==> src/rtl/irq_ctrl_if.sv <==
`default_nettype none
// ============================================================================
//  Module      : irq_ctrl_if
//  Description : Core-facing bus of the interrupt controller: acknowledge,
//                end-of-interrupt, mask configuration and the registered
//                request / interrupt-number outputs.
//  Revision    : 1.0  initial release
// ============================================================================
interface irq_ctrl_if #(
    parameter int NUM_IRQ = 8
);
    logic               I_irq_ack;
    logic               I_eoi;
    logic               I_cfg_write;
    logic [NUM_IRQ-1:0] I_cfg_data;
    logic               O_irq_active;
    logic               O_data_valid;
    logic [15:0]        O_data;
    logic [NUM_IRQ-1:0] O_mask;
    logic [NUM_IRQ-1:0] O_pending;

    // Core / configuration side
    modport master (
        output I_irq_ack, I_eoi, I_cfg_write, I_cfg_data,
        input  O_irq_active, O_data_valid, O_data, O_mask, O_pending
    );

    // Interrupt controller side
    modport slave (
        input  I_irq_ack, I_eoi, I_cfg_write, I_cfg_data,
        output O_irq_active, O_data_valid, O_data, O_mask, O_pending
    );
endinterface
`default_nettype wire

==> src/rtl/irq_ctrl.sv <==
`default_nettype none
// ============================================================================
//  Module      : irq_ctrl
//  Description : Fixed-priority interrupt controller. Synchronises and
//                edge-detects up to 16 sources, latches them as pending,
//                masks, arbitrates (lowest index wins), requests the core,
//                delivers the number for one cycle after acknowledge and
//                waits for end-of-interrupt before the next request.
//  Revision    : 1.0  initial release
// ============================================================================
module irq_ctrl #(
    parameter int                 NUM_IRQ    = 8,
    parameter logic [NUM_IRQ-1:0] MASK_RESET = {NUM_IRQ{1'b1}}
) (
    input  wire logic               I_clk,
    input  wire logic               I_reset,
    input  wire logic [NUM_IRQ-1:0] I_irq,
    irq_ctrl_if.slave               bus
);

    localparam logic [1:0] c_IDLE      = 2'd0;
    localparam logic [1:0] c_ACTIVE    = 2'd1;
    localparam logic [1:0] c_DATA      = 2'd2;
    localparam logic [1:0] c_INSERVICE = 2'd3;

    logic [NUM_IRQ-1:0] r_s1, r_s2, r_s3, r_rise;
    logic [NUM_IRQ-1:0] r_pend, r_mask;
    logic               r_ack_d;
    logic [1:0]         r_state;
    logic [3:0]         r_num;
    logic               r_active, r_valid;
    logic [15:0]        r_data;

    logic [NUM_IRQ-1:0] w_req, w_clr;
    logic [3:0]         w_win;
    logic               w_ack_rise, w_latch, w_take;
    logic [1:0]         w_state_nxt;
    logic               w_active_nxt, w_valid_nxt;
    logic [15:0]        w_data_nxt;

    assign w_req      = r_pend & r_mask;
    assign w_ack_rise = bus.I_irq_ack & ~r_ack_d;

    // Synchroniser chain; the rise pulse is registered so a source edge
    // becomes pending three edges after it is first sampled.
    always_ff @(posedge I_clk or negedge I_reset) begin
        if (!I_reset) begin
            r_s1    <= '0;
            r_s2    <= '0;
            r_s3    <= '0;
            r_rise  <= '0;
            r_ack_d <= 1'b0;
        end else begin
            r_s1    <= I_irq;
            r_s2    <= r_s1;
            r_s3    <= r_s2;
            r_rise  <= r_s2 & ~r_s3;
            r_ack_d <= bus.I_irq_ack;
        end
    end

    // Priority encoder: scanning downwards leaves the lowest set index.
    always_comb begin
        w_win = 4'd0;
        for (int i = NUM_IRQ - 1; i >= 0; i--) begin
            if (w_req[i]) w_win = 4'(i);
        end
    end

    // Acknowledged source clear; wins over a rise arriving the same cycle.
    always_comb begin
        w_clr = '0;
        for (int i = 0; i < NUM_IRQ; i++) begin
            w_clr[i] = w_take && (r_num == 4'(i));
        end
    end

    // Pending and mask registers.
    always_ff @(posedge I_clk or negedge I_reset) begin
        if (!I_reset) begin
            r_pend <= '0;
            r_mask <= MASK_RESET;
        end else begin
            r_pend <= (r_pend | r_rise) & ~w_clr;
            if (bus.I_cfg_write) r_mask <= bus.I_cfg_data;
        end
    end

    // Next-state and next-output logic for the delivery sequence.
    always_comb begin
        w_state_nxt  = r_state;
        w_active_nxt = r_active;
        w_valid_nxt  = 1'b0;
        w_data_nxt   = 16'd0;
        w_latch      = 1'b0;
        w_take       = 1'b0;
        case (r_state)
            c_IDLE: begin
                if (|w_req) begin
                    w_latch      = 1'b1;
                    w_active_nxt = 1'b1;
                    w_state_nxt  = c_ACTIVE;
                end
            end
            c_ACTIVE: begin
                if (w_ack_rise) begin
                    w_take       = 1'b1;
                    w_active_nxt = 1'b0;
                    w_valid_nxt  = 1'b1;
                    w_data_nxt   = {12'd0, r_num};
                    w_state_nxt  = c_DATA;
                end
            end
            c_DATA: begin
                w_state_nxt = c_INSERVICE;
            end
            default: begin
                if (bus.I_eoi) w_state_nxt = c_IDLE;
            end
        endcase
    end

    // State register and registered core-facing outputs.
    always_ff @(posedge I_clk or negedge I_reset) begin
        if (!I_reset) begin
            r_state  <= c_IDLE;
            r_num    <= 4'd0;
            r_active <= 1'b0;
            r_valid  <= 1'b0;
            r_data   <= 16'd0;
        end else begin
            r_state  <= w_state_nxt;
            r_active <= w_active_nxt;
            r_valid  <= w_valid_nxt;
            r_data   <= w_data_nxt;
            if (w_latch) r_num <= w_win;
        end
    end

    assign bus.O_irq_active = r_active;
    assign bus.O_data_valid = r_valid;
    assign bus.O_data       = r_data;
    assign bus.O_mask       = r_mask;
    assign bus.O_pending    = r_pend;

endmodule
`default_nettype wire

==> src/flat_wrapper.sv <==
// flat-port wrapper written by rule: the top's interface ports become plain ports
module irq_ctrl_flat 
#(
    parameter int                 NUM_IRQ    = 8,
    parameter logic [NUM_IRQ-1:0] MASK_RESET = {NUM_IRQ{1'b1}}
)
  (I_clk, I_reset, I_irq, bus_I_irq_ack, bus_I_eoi, bus_I_cfg_write, bus_I_cfg_data, bus_O_irq_active, bus_O_data_valid, bus_O_data, bus_O_mask, bus_O_pending);
  irq_ctrl_if #(.NUM_IRQ(NUM_IRQ)) bus_i ();
  input  wire logic I_clk;
  input  wire logic I_reset;
  input  wire logic [NUM_IRQ-1:0] I_irq;
  input wire logic [$bits(bus_i.I_irq_ack)-1:0] bus_I_irq_ack;
  input wire logic [$bits(bus_i.I_eoi)-1:0] bus_I_eoi;
  input wire logic [$bits(bus_i.I_cfg_write)-1:0] bus_I_cfg_write;
  input wire logic [$bits(bus_i.I_cfg_data)-1:0] bus_I_cfg_data;
  output wire logic [$bits(bus_i.O_irq_active)-1:0] bus_O_irq_active;
  output wire logic [$bits(bus_i.O_data_valid)-1:0] bus_O_data_valid;
  output wire logic [$bits(bus_i.O_data)-1:0] bus_O_data;
  output wire logic [$bits(bus_i.O_mask)-1:0] bus_O_mask;
  output wire logic [$bits(bus_i.O_pending)-1:0] bus_O_pending;
  assign bus_i.I_irq_ack = bus_I_irq_ack;
  assign bus_i.I_eoi = bus_I_eoi;
  assign bus_i.I_cfg_write = bus_I_cfg_write;
  assign bus_i.I_cfg_data = bus_I_cfg_data;
  assign bus_O_irq_active = bus_i.O_irq_active;
  assign bus_O_data_valid = bus_i.O_data_valid;
  assign bus_O_data = bus_i.O_data;
  assign bus_O_mask = bus_i.O_mask;
  assign bus_O_pending = bus_i.O_pending;
  irq_ctrl #(.NUM_IRQ(NUM_IRQ), .MASK_RESET(MASK_RESET)) u_core (.I_clk(I_clk), .I_reset(I_reset), .I_irq(I_irq), .bus(bus_i));
endmodule
==> config.mk <==
export PLATFORM = sky130hd
export DESIGN_NAME = irq_ctrl_flat
export DESIGN_NICKNAME = d
export VERILOG_FILES = /design/src/rtl/irq_ctrl_if.sv /design/src/rtl/irq_ctrl.sv /design/src/flat_wrapper.sv
export SDC_FILE = /design/constraint.sdc
export NUM_CORES = 1
export LEC_CHECK = 0
export CORE_MARGIN = 2
export CORE_UTILIZATION = 52
export DETAILED_ROUTE_END_ITERATION = 10
export PLACE_DENSITY = 0.84
export SKIP_LAST_GASP = 1
export SLEW_MARGIN = 20
export SYNTH_ARGS = -nofsm -noshare
export SYNTH_HDL_FRONTEND = slang
export SYNTH_SLANG_ARGS = --single-unit
==> constraint.sdc <==
create_clock -name I_clk -period 4.75 [get_ports I_clk]
set_input_delay 0.7125 -clock I_clk [delete_from_list [all_inputs] [get_ports I_clk]]
set_output_delay 0.7125 -clock I_clk [all_outputs]
set_load 0.05 [all_outputs]
==> impl_metrics.sql <==
INSERT INTO impl_metrics (metric_group, metric, value, unit) VALUES
('run_status', 'status', 'finished, final reports clean', ''),
('setup_path', 'worstSetupPathType', 'flop to output pin', ''),
('cts', 'numCtsBuffers', '9', ''),
('timing', 'slew_violations', '0', ''),
('yosys', 'dominant_cell_by_count_in_the_synthesized_netlist', 'sky130_fd_sc_hd__dfrtp_1', ''),
('timing', 'maxClockFrequency', '0.408', 'GHz'),
('drt', 'drt_drc_violations_left', '0', ''),
('global_route', 'grt_start_max_net_pins', '60', ''),
('cts', 'cts_root_buffer', 'sky130_fd_sc_hd__clkbuf_8', ''),
('timing', 'finalCritPeriodShare', '51.5', '%'),
('placed_design', 'dp.cells', '242', ''),
('drt', 'dr.first_iter.drc_count', '77', ''),
('global_route', 'gr-total-overflow', '0', ''),
('global_route', 'wire_length_of_the_first_global_routing_pass', '6120', 'um'),
('global_route', 'initial_antenna_violation_count', '0', ''),
('cts', 'worst_setup_hold_path_clk_slew', '0.06', 'ns'),
('layout', 'post_route_cells_drive_above_1_share', '18.8', '%'),
('yosys', 'post_synth.cell_area_avg', '14.3', 'sq um'),
('yosys', 'yosys.cell_types.count', '35', ''),
('yosys', 'synth-edff-count', '0', ''),
('drt', 'vias_per_cell', '5.09', ''),
('yosys', 'synth.ff_latch_count', '59', ''),
('power', 'peakVddDrop', '0.292', 'mV'),
('layout', 'post_layout_cell_count', '258', ''),
('yosys', 'synth_top_cells_by_area', 'sky130_fd_sc_hd__dfrtp_1, sky130_fd_sc_hd__dfstp_2, sky130_fd_sc_hd__buf_4, sky130_fd_sc_hd__mux2_2, sky130_fd_sc_hd__ha_1', ''),
('floorplan', 'die-area', '4740', 'sq um'),
('timing', 'slew_headroom', '52.4', '%'),
('layout', 'final_nets', '228', ''),
('power', 'power_switching_share', '33.0', '%'),
('cts', 'tritoncts', 'built', ''),
('yosys', 'yosys_most_used_dff', 'sky130_fd_sc_hd__dfrtp_1', ''),
('floorplan', 'num_rows', '23', ''),
('floorplan', 'die-height', '68.8', 'um'),
('cts', 'post_cts.resized_instances', '0', ''),
('timing', 'final_hold_viol_count', '0', ''),
('layout', 'syn_to_final_growth', '27.0', '%'),
('layout', 'nFillCells', '265', ''),
('timing', 'grt_setup_unrepaired', 'false', ''),
('drt', 'route.antenna.remaining_nets', '0', ''),
('drt', 'route.final.wire_length', '3970', 'um'),
('setup_path', 'crit_path_cell_trace', 'clkdlybuf4s50_1', ''),
('yosys', 'seq_area_frac_synth', '68.0', '%'),
('yosys', 'yosysWarnings', '0', ''),
('placed_design', 'count_of_buffers_from_port_buffering', '41', ''),
('power', 'power_leakage', '0.00122', 'uW'),
('floorplan', 'chip_width', '68.8', 'um'),
('floorplan', 'placeableCoreArea', '4030', 'sq um'),
('min_path', 'hold_path.class', 'flop to flop', ''),
('global_route', 'global_route.usage.total', '19.1', '%'),
('yosys', 'synthArstFlopShare', '100', '%'),
('layout', 'insertedDiodeCount', '0', ''),
('timing', 'worst_pin_slew', '0.713', 'ns'),
('setup_path', 'worst_path_max_delay_cell', 'sky130_fd_sc_hd__clkdlybuf4s50_1', ''),
('floorplan', 'pin_count', '55', ''),
('placed_design', 'post-dp-hpwl', '2820', 'um'),
('timing', 'setup_violations', '0', ''),
('timing', 'clock-skew-final', '0.00736', 'ns'),
('cts', 'clock_tree.htree_level_count', '3', ''),
('setup_path', 'worst_path_required_time', '4.04', 'ns'),
('yosys', 'synth.cells.most_frequent', 'sky130_fd_sc_hd__dfrtp_1, sky130_fd_sc_hd__buf_4', ''),
('setup_path', 'critPathTopFamily', 'buffers and inverters', ''),
('setup_path', 'path_buf_inv', '1', ''),
('flow_run', 'cap_viol_max_count', '0', ''),
('power', 'netSwitchingPower', '471', 'uW'),
('yosys', 'post-synth-top-area-fraction', '58.4', '%'),
('power', 'combinationalPowerShare', '25.8', '%'),
('setup_path', 'worst-path-max-fanout', '4', ''),
('timing', 'fin_crit', '2.45', 'ns'),
('drt', 'routedWlPerCell', '15.4', 'um'),
('setup_path', 'timing.critical_path.to_type', 'output pin', ''),
('yosys', 'synth_area', '2180', 'sq um');
## power by group through the flow
stage	logic, uW	clock network, uW	registers (uW)
detailed placement	369	0	643
CTS	371	435	635
floorplan	198	0	708
global route	395	460	642
finish	368	422	636
global placement	353	0	638
## final timing paths
kind	start	end	slack [ns]	cells past startpoint
max reg2reg	u_core.r_state[0]	u_core.r_state[1]	2.93	6
min reg2reg	u_core.r_s1[7]	u_core.r_s2[7]	0.35	0
min in group asynchronous	I_reset	u_core.bus.O_data_valid	0.52	2
max in group asynchronous	I_reset	u_core.r_num[1]	3.75	2
min	u_core.r_s1[7]	u_core.r_s2[7]	0.35	0
max	u_core.bus.O_mask[2]	bus_O_mask[2]	2.30	1
## cells in the final DEF, fill, tap and decap left out, drive strengths merged, types with 5 or more instances in the layout
cell type      Yosys  routed
mux2               9       9
nor2               6       6
conb               1      13
a22oi              5       5
clkbuf             1      11
nand2              7       7
clkdlybuf4s50      0      40
dfrtp             51      51
dfstp              8       8
inv                6       6
a21oi              9       9
nor2b              8       8
## state kept, by name (all words and copies together) (netlist names)
name                     cells
u_core.bus.O_data            3
u_core.bus.O_data_valid      1
u_core.bus.O_irq_active      1
u_core.bus.O_mask            8
u_core.bus.O_pending         8
u_core.r_ack_d               1
u_core.r_num                 3
u_core.r_rise                8
u_core.r_s1                  8
u_core.r_s2                  8
u_core.r_s3                  8
u_core.r_state               2
## layer usage
metal  global-route usage (%)  vias up  part of all wire (%)
met3                     5.36       10                   3.9
met4                     11.0        0                   2.1
met2                     32.8       37                    54
met1                     21.2      669                    40
met5                        0        -                     0
li1                         -      598                     -
## per-stage QoR
step	hold slack, ns	utilization (%)	worst slack [ns]	power, uW	area, sq um
floorplan	0.331	-	3.09	907	2230
global placement	0.333	64.3	2.64	991	2590
detailed placement	0.337	64.3	2.60	1010	2590
CTS	0.350	68.9	2.29	1440	2770
global route	0.357	68.9	2.27	1500	2770
finish	0.347	68.9	2.30	1430	2770
## final cells by class
type / count / area, sq um / share of cell area (%)
clock buffers: 11 / 131 / 4.74
clock inverters: 5 / 53.8 / 1.94
inverters: 6 / 22.5 / 0.812
multi-input cells: 85 / 604 / 21.8
flip-flops and latches: 59 / 1490 / 53.6
well taps: 50 / 62.6 / 2.26
repair buffers: 42 / 413 / 14.9
## cell families after synthesis
group / after synthesis / share of synthesized area [%]
flip-flops: 59 / 68.0
buffers and inverters: 21 / 6.36
AO/OA/AOI/OAI: 27 / 10.1
adder cells (fa/ha/maj): 4 / 2.29
multiplexers: 11 / 5.73
AND/OR/NAND/NOR: 30 / 7.33
other: 1 / 0.172
(Power assumes the default switching activity.)
